===== src/rtl/dmem_arbiter_pkg.sv =====
// Shared types and constants for the two-requester data-memory arbiter.
// Holds the FSM state encoding, the requester indices and the default lock bound.
package dmem_arbiter_pkg;

  typedef enum logic {
    IDLE    = 1'b0,
    RD_WAIT = 1'b1
  } state_t;

  localparam logic REQ_CORE = 1'b0;
  localparam logic REQ_FI   = 1'b1;

  localparam int LOCK_MAX_DEFAULT = 8;

endpackage


===== src/rtl/dmem_arbiter_rr_arb2.sv =====
// Two-way round-robin selector: on contention, the requester that was not
// granted most recently wins. Output is one-hot (bit 0 core, bit 1 fault injector).
module rr_arb2
  import dmem_arbiter_pkg::*;
(
  input  logic [1:0] req,
  input  logic       last,
  output logic [1:0] gnt
);

  // One-hot grant selection from the eligible requests and last-grant pointer
  always_comb begin
    gnt = 2'b00;
    case (req)
      2'b01:   gnt = 2'b01;
      2'b10:   gnt = 2'b10;
      2'b11:   gnt = (last == REQ_FI) ? 2'b01 : 2'b10;
      default: gnt = 2'b00;
    endcase
  end

endmodule


===== src/rtl/dmem_arbiter.sv =====
// Arbitrates a core and a fault injector onto one single-port data memory,
// with round-robin fairness, bounded bus locking and a one-cycle read wait.
module dmem_arbiter
  import dmem_arbiter_pkg::*;
#(
  parameter int DATA_W   = 32,
  parameter int ADDR_W   = 9,
  parameter int LOCK_MAX = LOCK_MAX_DEFAULT
) (
  input  logic              clk,
  input  logic              reset,
  input  logic              c_req,
  input  logic              c_we,
  input  logic              c_lock,
  input  logic [ADDR_W-1:0] c_addr,
  input  logic [DATA_W-1:0] c_wdata,
  output logic              c_gnt,
  output logic              c_rvalid,
  output logic [DATA_W-1:0] c_rdata,
  input  logic              f_req,
  input  logic              f_we,
  input  logic              f_lock,
  input  logic [ADDR_W-1:0] f_addr,
  input  logic [DATA_W-1:0] f_wdata,
  output logic              f_gnt,
  output logic              f_rvalid,
  output logic [DATA_W-1:0] f_rdata,
  output logic              wr,
  output logic              rd,
  output logic [ADDR_W-1:0] addr,
  output logic [DATA_W-1:0] wr_data,
  input  logic [DATA_W-1:0] rd_data,
  output logic              busy,
  output logic              lock_err
);

  localparam int CNT_W = $clog2(LOCK_MAX + 1);

  state_t             state_r, state_nxt;
  logic               rd_owner_r;
  logic               last_r;
  logic               lock_active_r;
  logic               lock_owner_r;
  logic               lock_err_r;
  logic [CNT_W-1:0]   lock_cnt_r;

  logic               owner_lock;
  logic               lock_rel;
  logic               locked;
  logic               lock_to;
  logic [CNT_W-1:0]   cnt_inc;
  logic [1:0]         elig;
  logic [1:0]         arb_gnt;
  logic [1:0]         grant;
  logic               any_gnt;
  logic               sel;
  logic               sel_we;
  logic               sel_lock;
  logic               rvalid_slot;

  // An owner dropping lock in IDLE releases it for that very cycle's arbitration
  assign owner_lock = (lock_owner_r == REQ_FI) ? f_lock : c_lock;
  assign lock_rel   = lock_active_r && (state_r == IDLE) && !owner_lock;
  assign locked     = lock_active_r && !lock_rel;
  assign cnt_inc    = lock_cnt_r + {{(CNT_W-1){1'b0}}, 1'b1};
  assign lock_to    = locked && (cnt_inc >= CNT_W'(LOCK_MAX));

  assign elig[0] = c_req && (!locked || (lock_owner_r == REQ_CORE));
  assign elig[1] = f_req && (!locked || (lock_owner_r == REQ_FI));

  rr_arb2 u_rr (
    .req  (elig),
    .last (last_r),
    .gnt  (arb_gnt)
  );

  // Grant qualification and memory-side mux from the selected requester
  always_comb begin
    grant = 2'b00;
    if (reset && (state_r == IDLE)) begin
      grant = arb_gnt;
    end else begin
      grant = 2'b00;
    end
    any_gnt  = |grant;
    sel      = grant[1];
    sel_we   = sel ? f_we : c_we;
    sel_lock = sel ? f_lock : c_lock;
    wr       = any_gnt && sel_we;
    rd       = any_gnt && !sel_we;
    if (any_gnt) begin
      addr    = sel ? f_addr : c_addr;
      wr_data = sel ? f_wdata : c_wdata;
    end else begin
      addr    = {ADDR_W{1'b0}};
      wr_data = {DATA_W{1'b0}};
    end
  end

  assign c_gnt       = grant[0];
  assign f_gnt       = grant[1];
  assign rvalid_slot = reset && (state_r == RD_WAIT);
  assign c_rvalid    = rvalid_slot && (rd_owner_r == REQ_CORE);
  assign f_rvalid    = rvalid_slot && (rd_owner_r == REQ_FI);
  assign c_rdata     = c_rvalid ? rd_data : {DATA_W{1'b0}};
  assign f_rdata     = f_rvalid ? rd_data : {DATA_W{1'b0}};
  assign busy        = reset && ((state_r != IDLE) || lock_active_r);
  assign lock_err    = lock_err_r;

  // Next-state logic: a granted read spends exactly one cycle waiting for data
  always_comb begin
    state_nxt = state_r;
    case (state_r)
      IDLE: begin
        if (any_gnt && !sel_we) begin
          state_nxt = RD_WAIT;
        end else begin
          state_nxt = IDLE;
        end
      end
      RD_WAIT: state_nxt = IDLE;
      default: state_nxt = IDLE;
    endcase
  end

  // State, round-robin pointer and lock bookkeeping
  always_ff @(posedge clk) begin
    if (!reset) begin
      state_r       <= IDLE;
      rd_owner_r    <= REQ_CORE;
      last_r        <= REQ_FI;
      lock_active_r <= 1'b0;
      lock_owner_r  <= REQ_CORE;
      lock_cnt_r    <= {CNT_W{1'b0}};
      lock_err_r    <= 1'b0;
    end else begin
      state_r <= state_nxt;
      if (any_gnt) begin
        last_r <= sel;
      end
      if (any_gnt && !sel_we) begin
        rd_owner_r <= sel;
      end
      if (lock_to) begin
        // Forced release hands priority to the requester that was locked out
        lock_active_r <= 1'b0;
        lock_cnt_r    <= {CNT_W{1'b0}};
        lock_err_r    <= 1'b1;
        last_r        <= lock_owner_r;
      end else if (locked) begin
        lock_cnt_r <= cnt_inc;
      end else if (any_gnt && sel_lock) begin
        lock_active_r <= 1'b1;
        lock_owner_r  <= sel;
        lock_cnt_r    <= {CNT_W{1'b0}};
      end else begin
        lock_active_r <= 1'b0;
        lock_cnt_r    <= {CNT_W{1'b0}};
      end
    end
  end

endmodule


===== config.mk =====
export PLATFORM = sky130hd
export DESIGN_NAME = dmem_arbiter
export DESIGN_NICKNAME = d
export VERILOG_FILES = /design/src/rtl/dmem_arbiter_pkg.sv /design/src/rtl/dmem_arbiter_rr_arb2.sv /design/src/rtl/dmem_arbiter.sv
export SDC_FILE = /design/constraint.sdc
export NUM_CORES = 1
export LEC_CHECK = 0
export ABC_AREA = 1
export CORE_MARGIN = 8
export CORE_UTILIZATION = 23
export CTS_BUF_LIST = sky130_fd_sc_hd__clkbuf_4
export CTS_CLUSTER_DIAMETER = 50
export DETAILED_ROUTE_END_ITERATION = 8
export PLACE_DENSITY = 0.8
export SLEW_MARGIN = 0
export SYNTH_ARGS = -nofsm -noshare
export SYNTH_HDL_FRONTEND = slang
export SYNTH_HIERARCHICAL = 1
export SYNTH_SLANG_ARGS = --single-unit

===== constraint.sdc =====
create_clock -name clk -period 2 [get_ports clk]
set_input_delay 0.4 -clock clk [delete_from_list [all_inputs] [get_ports clk]]
set_output_delay 0.4 -clock clk [all_outputs]
set_load 0.005 [all_outputs]

==> results of run 1 <==
## power groups by stage
| stage | Sequential [mW] | Combinational [mW] | Clock, mW |
|---|---|---|---|
| detailed placement | 0.223 | 0.873 | 0 |
| CTS | 0.221 | 1.08 | 0.140 |
| global placement | 0.222 | 0.862 | 0 |
| floorplan | 0.221 | 0.322 | 0 |
| global route | 0.222 | 1.24 | 0.153 |
| finish | 0.222 | 1.16 | 0.136 |
## final timing paths
kind            startpoint            end  depth (start not counted)
max           lock_owner_r     wr_data[5]                         16
min          lock_cnt_r[0]  lock_cnt_r[0]                          1
max reg2reg   lock_owner_r         last_r                         19
min reg2reg  lock_cnt_r[0]  lock_cnt_r[0]                          1
## layout by cell type (no fill, tap or decap), types with 14 or more instances in the layout
cell / count
buf_6: 18
nor2_1: 72
buf_4: 33
dlygate4sd2_1: 62
clkdlybuf4s50_1: 120
buf_2: 42
nand2_1: 52
a21oi_2: 39
inv_1: 38
buf_12: 14
nand2_2: 37
## metal layers
metal  vias to the layer above  share of wire  wire length, um
li1                       1534              -                -
met1                      1416           0.33             3857
met2                       188           0.54             6291
met3                        18           0.12             1391
met4                         0          0.011              131
met5                         -              0                0
## timing repair
action,4_1_cts,5_1_grt
gates resized for setup,334,56
buffers inserted,35,9
hold buffers,0,0
setup endpoints to repair,115,62
cloned,13,2
pin swaps,10,18
## layout make-up
class                   instances  area, sq um  area share
flip-flops and latches         10        206.4     0.04093
clock inverters                 1        3.754   0.0007442
well taps                      99        123.9     0.02456
inverters                      47        201.4     0.03994
multi-input cells             237         1446      0.2868
clock buffers                   3        22.52    0.004465
repair inverters                3        21.27    0.004217
repair buffers                306         3018      0.5984
## registers in the layout, indices dropped and copies added, names as in the netlist
signal,flops
lock_cnt_r,4
last_r,1
lock_active_r,1
lock_err,1
lock_owner_r,1
rd_owner_r,1
state_r,1
## stage by stage
| stage | hold slack, ns | area, sq um | setup WS, ns | TNS (ns) |
|---|---|---|---|---|
| CTS | 0.4537 | 4818 | -0.5886 | -22.89 |
| detailed placement | 0.4435 | 4249 | -1.137 | -89.14 |
| global placement | 0.4272 | 4249 | -1.084 | -85.53 |
| global route | 0.4856 | 5044 | -0.6995 | -28.66 |
| floorplan | 0.4176 | 1695 | 0.001551 | 0 |
| finish | 0.4588 | 5044 | -0.6007 | -23.95 |
## synth_stat cells, types with 2 or more instances
| master | count | area share |
|---|---|---|
| dfxtp_1 | 10 | 0.12 |
| inv_2 | 3 | 0.0067 |
| inv_1 | 43 | 0.096 |
| buf_6 | 6 | 0.040 |
| a21oi_2 | 40 | 0.21 |
| nand2_1 | 99 | 0.22 |
| nand4_1 | 2 | 0.0074 |
| nor2_2 | 2 | 0.0074 |
| buf_2 | 13 | 0.039 |
| a21oi_1 | 5 | 0.015 |
| nand3_1 | 7 | 0.021 |
| o21ai_0 | 3 | 0.0089 |
| nor2_1 | 72 | 0.16 |
## cell families (layout without fill, tap and decap cells)
logic type / after synthesis / in the layout / share of synthesized area
xor+xnor: 2 / 2 / 0.01040
other cells: 1 / 1 / 0.002227
buf+inv: 67 / 360 / 0.1894
simple gates: 185 / 185 / 0.4398
flops: 10 / 10 / 0.1189
fa+ha+maj: 1 / 1 / 0.007428
compound gates: 48 / 48 / 0.2318
==> metrics, run 1 <==
outcome finished with violations; failing checks negative setup slack; period utilization 1.300; top_reg_cell synth dfxtp_1; TritonRoute pass-1 iters 4; Die ar. 10320 sq um; Top delay family on crit path buffers and inverters; max cap viols 0; Vias 3156; Worst path max stage delay 0.36 ns; Final ANT Viol Nets 0; arrival time of the worst setup path 2.20 ns; Finished Layout Cells 706; grt met2 use 0.4069; First DRT Iteration DRCs 100; Final Setup Violations 46; fillcell total 607; sequential element share of the synthesized area 0.1189; combinational share of power 0.764; Slowest-stage cell, CP dfxtp_2; post-synthesis cell type count 22; DR WL/cell 16.53 um; startpoint type of the worst setup path register; antenna cells 0; FFs w/ async S/R, synth 0; final net count 731; WP data required 1.60 ns; Die X 101.6 um; GR Util All Layers 0.2048; ratio of cells with drive above 1 in the final layout 0.3937; DR DRC count 0; Seq cells post-synth 10; Reg clk slew, reported paths 0.06 ns; Cell Chain, Critical Path inv_2 > nand2_2 > nand3_2 > nand2_2 > o21ai_1 > inv_1 > inv_2 > a21oi_4 > nand3_4 > buf_6 > nand2_8 > inv_8 > buf_12 > buf_16 > a21oi_2 > buf_2; RePlAce Congestion 0.8234; Fin. Hold Viols 0; Final Power 1.516 mW; Root Buffer clkbuf_4; first-pass GRT wire length 16920 um; Syn Nets 437; crit path max fanout 7; grt ovf 0; CTS tree yes; dpl hpwl 8343 um; Post-Route Utilization 0.7029; Slew Viols, Final 0; P_int 0.9673 mW; number of flops mapped to enable cells by yosys 0; post-synthesis cell count 314; initial antenna violation count 0; sequential cell fraction of total power 0.146; H-tree depth 1; core area 7176 sq um; placed cell count 649; number of CTS-inserted buffers 3; Site Rows 31; busiest layer in global routing met2; largest net degree at the start of global routing 17; sw power 0.5487 mW; sw frac 0.3620; Starting Density 0.2347; Worst Skew 0.005892 ns; Die Ht 101.6 um; synthesized area per cell 5.363 sq um; CP Class reg2out; I/O Buffers 234; Pwr Density 300.6 nW/um^2; IO Count 235; Setup WS post-layout -0.6007 ns; area delta synth->final 199.5%; CTS Buffer Depth 2; Buffers & Inverters on Critical Path 8; worst min path class reg2reg; WL final 11670 um; Peak VDD IR 189.4 uV; GR Util met1 0.1909; Ys Warns 6; Skew-Pair Late Insertion Delay 0.26 ns; Clk pwr share 0.090; leakage 2.685 nW; clk sinks 10; met3 usage 0.07698; Fmax 0.3845 GHz; vias in the first global route 3484; Reg2Reg Setup Slack -0.15 ns; unrepaired setup endpoints after global routing yes; DR vias/cell 4.470; endpoint class of the critical path output port; synthesized area 1684 sq um; minimum clock period 2.601 ns
(Power assumes the default switching activity.)
==> inputs of run 2 (changes only) <==
Settings changed: PLACE_DENSITY 0.8 to 0.78.
==> metrics, run 2 (same netlist as run 1, synthesis figures left out) <==
Starting Density 0.2347 (unchanged); clk sinks 10 (unchanged); Reg clk slew, reported paths 0.06 ns (about the same); commonest non-fill, non-tap cells in the layout clkdlybuf4s50_1, nor2_1, nand2_1; grt ovf 0 (unchanged); minimum clock period 2.444 ns (-0.1564 ns); CTS tree yes; RePlAce Congestion 0.8310 (+0.92%); max FFs per register 4 (unchanged); outcome finished with violations; first-pass GRT wire length 15550 um (-8.1%); crit path max fanout 8 (+1); Post-DP Area 4237 sq um (-0.29%); Top delay family on crit path buffers and inverters; startpoint type of the worst setup path register; WL final 11530 um (-1.3%); WL met2 6029 um (-4.2%); antenna cells 0 (unchanged); Die Ht 101.6 um (unchanged); arrival time of the worst setup path 2.04 ns (-0.16 ns); leakage 3.328 nW (+24%); unrepaired setup endpoints after global routing yes; fin area 4916 sq um (-2.5%); Pwr Density 286.0 nW/um^2 (-4.8%); First DRT Iteration DRCs 75 (-25%); GR Util All Layers 0.1924 (-0.01237); met1 WL 4224 um (+9.5%); Root Buffer clkbuf_4; Hold WS 0.4709 ns (+0.01211 ns); CP Class reg2out; Slowest-stage cell, CP dfxtp_2; Worst Skew 0.003160 ns (-0.002732 ns); DR DRC count 0 (unchanged); Peak VDD IR 200.9 uV (+6.1%); vias in the first global route 3149 (-9.6%); dpl hpwl 8511 um (+2.0%); endpoint class of the critical path output port; Slew Viols, Final 0 (unchanged); Buffers & Inverters on Critical Path 6 (-2); Die X 101.6 um (unchanged); I/O Buffers 234 (unchanged); placed cell count 649 (unchanged); most common cell after layout, fill and taps aside clkdlybuf4s50_1; Top Layer Used met4; Fin Setup TNS -18.80 ns (+5.150 ns); IO Count 235 (unchanged); failing checks negative setup slack; number of CTS-inserted buffers 3 (unchanged); Post-Route Utilization 0.6851 (-0.01778); core area 7176 sq um (unchanged); Fin. Hold Viols 0 (unchanged); Fmax 0.4091 GHz (+6.4%); max cap viols 0 (unchanged); Setup WS post-layout -0.4442 ns (+0.1564 ns); worst min path class reg2reg; Vias 3057 (-3.1%); largest net degree at the start of global routing 33 (+16); Met3 Routed Length 1108 um (-20%); Finished Layout Cells 684 (-3.1%); cts hold-fix bufs 0 (unchanged); Site Rows 31 (unchanged); final net count 710 (-2.9%); CTS Buffer Depth 2 (unchanged); Worst path max stage delay 0.33 ns (-0.03 ns); Die ar. 10320 sq um (unchanged); Biggest register lock_cnt_r; TritonRoute pass-1 iters 4 (unchanged); Final ANT Viol Nets 0 (unchanged); area delta synth->final 191.9%; Skew-Pair Late Insertion Delay 0.27 ns (about the same); Final Setup Violations 48 (+4.3%); DR WL/cell 16.85 um (+1.9%); Cell Chain, Critical Path inv_2 > nand2_2 > nand3_2 > nand2_2 > o21ai_2 > inv_2 > a21oi_4 > nand3_4 > buf_6 > nand2_8 > inv_16 > buf_16 > a21oi_4 > buf_2; period utilization 1.222 (-0.07821); WP data required 1.60 ns (about the same); H-tree depth 1 (unchanged); initial antenna violation count 0 (unchanged); DR vias/cell 4.469 (about the same); ratio of cells with drive above 1 in the final layout 0.3368 (-0.05699)
==> run 2: power breakdown <==
| part | total (mW) | leakage (nW) | switching, mW | internal, mW |
|---|---|---|---|---|
| Combinational | 1.05 | 3.23 | 0.437 | 0.614 |
| Sequential | 0.221 | 0.0830 | 0.00980 | 0.211 |
| Clock | 0.135 | 0.0138 | 0.0654 | 0.0694 |
==> run 2: routing by layer <==
layer  track usage  vias up
li1              -     1489
met1        0.1743     1383
met2        0.3833      168
met3       0.07423       17
met4       0.05040        0
met5             0        -
==> run 2: final cells by class <==
class | instances | area (sq um)
multi-input combinational | 237 | 1338
inverter | 47 | 217.7
clock buffer | 3 | 22.52
sequential | 10 | 203.9
tap | 99 | 123.9
timing repair buffer | 286 | 2993
fill | 592 | 2260
timing repair inverter | 2 | 17.52
==> run 2: metrics by stage <==
step	setup slack [ns]	total power [mW]
detailed placement	-1.121	1.101
floorplan	0.001551	0.5434
finish	-0.4442	1.406
CTS	-0.5648	1.362
global placement	-1.081	1.091
global route	-0.5699	1.501
==> run 2: final timing paths <==
kind	depth (start not counted)	slack, ns	end	startpoint
max reg2reg	17	-0.12	lock_owner_r	lock_owner_r
max	14	-0.44	wr_data[5]	lock_owner_r
min	1	0.47	lock_cnt_r[0]	lock_cnt_r[0]
min reg2reg	1	0.47	lock_cnt_r[0]	lock_cnt_r[0]
==> run 2: what timing repair did <==
action	CTS	global route
setup buffers	16	8
setup endpoints to repair	116	115
gates resized for setup	242	113
pin swaps	9	11
gates cloned	9	3
==> inputs of run 3 (changes only) <==
Settings changed: ABC_AREA 1 to default, CORE_UTILIZATION 23 to 20, PLACE_DENSITY 0.78 to 0.77.
==> metrics, run 3 <==
Fmax 0.3557 GHz (-13%); Seq cells post-synth 10 (unchanged); Clk pwr share 0.131 (+0.035); DR vias/cell 4.573 (+2.3%); number of CTS-inserted buffers 3 (unchanged); crit path max fanout 4 (-4); Skew-Pair Late Insertion Delay 0.27 ns (about the same); endpoint class of the critical path output port; Final ANT Viol Nets 0 (unchanged); Post-synth top cells and2_1, a22o_1, dfxtp_1; largest net degree at the start of global routing 26 (-21%); Worst Skew 0.005226 ns (+0.002065 ns); count leader, synth and2_1; H-tree depth 1 (unchanged); clk sinks 10 (unchanged); sequential cell fraction of total power 0.192 (+0.035); sw frac 0.3048 (-0.05909); TritonRoute pass-1 iters 4 (unchanged); Biggest register lock_cnt_r; outcome finished with violations; Post-DP Area 3934 sq um (-7.1%); commonest non-fill, non-tap cells in the layout clkdlybuf4s50_1, buf_2, and2_1; ratio of cells with drive above 1 in the final layout 0.4009 (+0.06413); arrival time of the worst setup path 2.41 ns (+0.37 ns); most common cell after layout, fill and taps aside clkdlybuf4s50_1; initial antenna violation count 0 (unchanged); WP data required 1.60 ns (about the same); Ys Warns 6 (unchanged); CTS tree yes; Die ar. 9852 sq um (-4.5%); antenna cells 0 (unchanged); Site Rows 30 (-3.2%); GR Util All Layers 0.2058 (+0.01333); post-synthesis cell type count 33 (+50%); worst min path class reg2reg; Slew Viols, Final 0 (unchanged); DR DRC count 0 (unchanged); Vias 2442 (-20%); CP Class reg2out; Fin. Hold Viols 0 (unchanged); first-pass GRT wire length 15900 um (+2.3%); FF/Latch Area 205.2 sq um (+0.61%); Die Ht 99.26 um (-2.3%); synthesized area per cell 7.745 sq um (+44%); DR WL/cell 21.10 um (+25%); sequential element share of the synthesized area 0.1444 (+0.02553); failing checks negative setup slack; vias in the first global route 2451 (-22%); Die X 99.26 um (-2.3%); RePlAce Congestion 0.9005 (+8.4%); fin area 4086 sq um (-17%); WL final 11270 um (-2.3%); CTS Buffer Depth 2 (unchanged); final net count 578 (-19%); fillcell total 600 (+1.4%); Syn Nets 302 (-31%); First DRT Iteration DRCs 64 (-15%); top_reg_cell synth dfxtp_1; Starting Density 0.2052 (-0.02951); Setup WS post-layout -0.8117 ns (-0.3675 ns); Final Setup Violations 48 (unchanged); area leader, netlist and2_1; Reg clk slew, reported paths 0.07 ns (about the same); max cap viols 0 (unchanged); Root Buffer clkbuf_4; area of the multi-input gates 1109 sq um (-17%); post-synthesis cell count 179 (-43%); unrepaired setup endpoints after global routing yes; Final Power 1.155 mW (-18%); P_int 0.8032 mW (-10%); startpoint type of the worst setup path register; FFs w/ async S/R, synth 0 (unchanged); minimum clock period 2.812 ns (+0.3675 ns); max FFs per register 4 (unchanged); grt ovf 0 (unchanged); number of flops mapped to enable cells by yosys 0 (unchanged); combinational share of power 0.677 (-0.070); leakage 2.059 nW (-38%); IO Count 235 (unchanged); Fin Setup TNS -33.74 ns (-14.94 ns); core area 6756 sq um (-5.8%); area delta synth->final 194.8%; I/O Buffers 234 (unchanged); period utilization 1.406 (+0.1837); post-synth top area share 0.2888 (+0.06815); Peak VDD IR 267.8 uV (+33%); sw power 0.3522 mW (-31%); synthesized area 1386 sq um (-18%); Pwr Density 282.7 nW/um^2 (-1.2%); dpl hpwl 8185 um (-3.8%); largest cells by area after synthesis and2_1, a22o_1, dfxtp_1, buf_6, buf_2
-- run 3: cell types whose count changed after synthesis, sizes merged, moves of 8 or more --
cell	delta
a21oi	-45
a22o	+42
and2	+64
inv	-43
nand2	-96
nand3	-8
nor2	-69
-- run 3: timing repair --
| item | CTS | global route |
|---|---|---|
| hold buffers | 0 | 0 |
| gates cloned | 8 | 6 |
| buffers inserted | 24 | 4 |
| gates resized for setup | 469 | 16 |
| setup endpoints to repair | 116 | 103 |
| pin swaps | 33 | 15 |
-- run 3: layout make-up --
| cell class | count | area share |
|---|---|---|
| inverter | 4 | 0.003674 |
| sequential | 10 | 0.05021 |
| clock buffer | 3 | 0.005511 |
| clock inverter | 1 | 0.0009186 |
| timing repair buffer | 289 | 0.6439 |
| tap | 80 | 0.02449 |
| multi-input combinational | 147 | 0.2713 |
-- run 3: logic make-up (layout without fill, tap and decap cells) --
logic type      Yosys count  count (layout)  synth area share
compound gates           59              59            0.3529
xor+xnor                  2               2           0.01264
fa+ha+maj                 1               1          0.009024
buf+inv                  22             297            0.1002
flops                    10              10            0.1444
mux                       1               1          0.008122
other cells               1               1          0.002705
simple gates             83              83            0.3700
-- run 3: final timing paths --
| kind | start | end | slack (ns) | cells past startpoint |
|---|---|---|---|---|
| max | lock_owner_r | wr_data[25] | -0.81 | 11 |
| max reg2reg | lock_owner_r | rd_owner_r | -0.06 | 10 |
| min reg2reg | lock_cnt_r[0] | lock_cnt_r[0] | 0.45 | 1 |
| min | lock_cnt_r[0] | lock_cnt_r[0] | 0.45 | 1 |
-- run 3: critical path: stages, from the launching register on --
cell and delay (ns):
dfxtp_2 0.35, mux2_4 0.32, o21ai_4 0.14, o21a_1 0.15, a21boi_2 0.17, and3b_2 0.20, nor2b_4 0.25, buf_12 0.14
buf_8 0.10, buf_6 0.09, a22o_1 0.10, buf_2 0.12
-- run 3: metrics by stage --
step | setup WS, ns | cells | utilization | hold WS, ns
2_1_floorplan | -0.2836 | 179 | - | 0.4176
3_5_place_dp | -1.273 | 496 | 0.5822 | 0.4439
3_3_place_gp | -1.207 | 496 | 0.5822 | 0.4244
6_report | -0.8117 | 534 | 0.6048 | 0.4481
4_1_cts | -0.8921 | 532 | 0.5896 | 0.4557
5_1_grt | -0.9138 | 534 | 0.6048 | 0.4805
-- run 3: routing by layer --
metal	wire length, um	global-route usage
met1	4533	0.2364
met2	5837	0.3827
met3	761	0.04330
met4	132	0.03376
met5	0	0
-- run 3: power groups by stage --
stage	registers, mW	clock network (mW)	logic, mW
finish	0.222	0.152	0.782
global route	0.224	0.162	0.833
CTS	0.222	0.150	0.754
detailed placement	0.226	0	0.714
global placement	0.225	0	0.706
floorplan	0.223	0	0.213
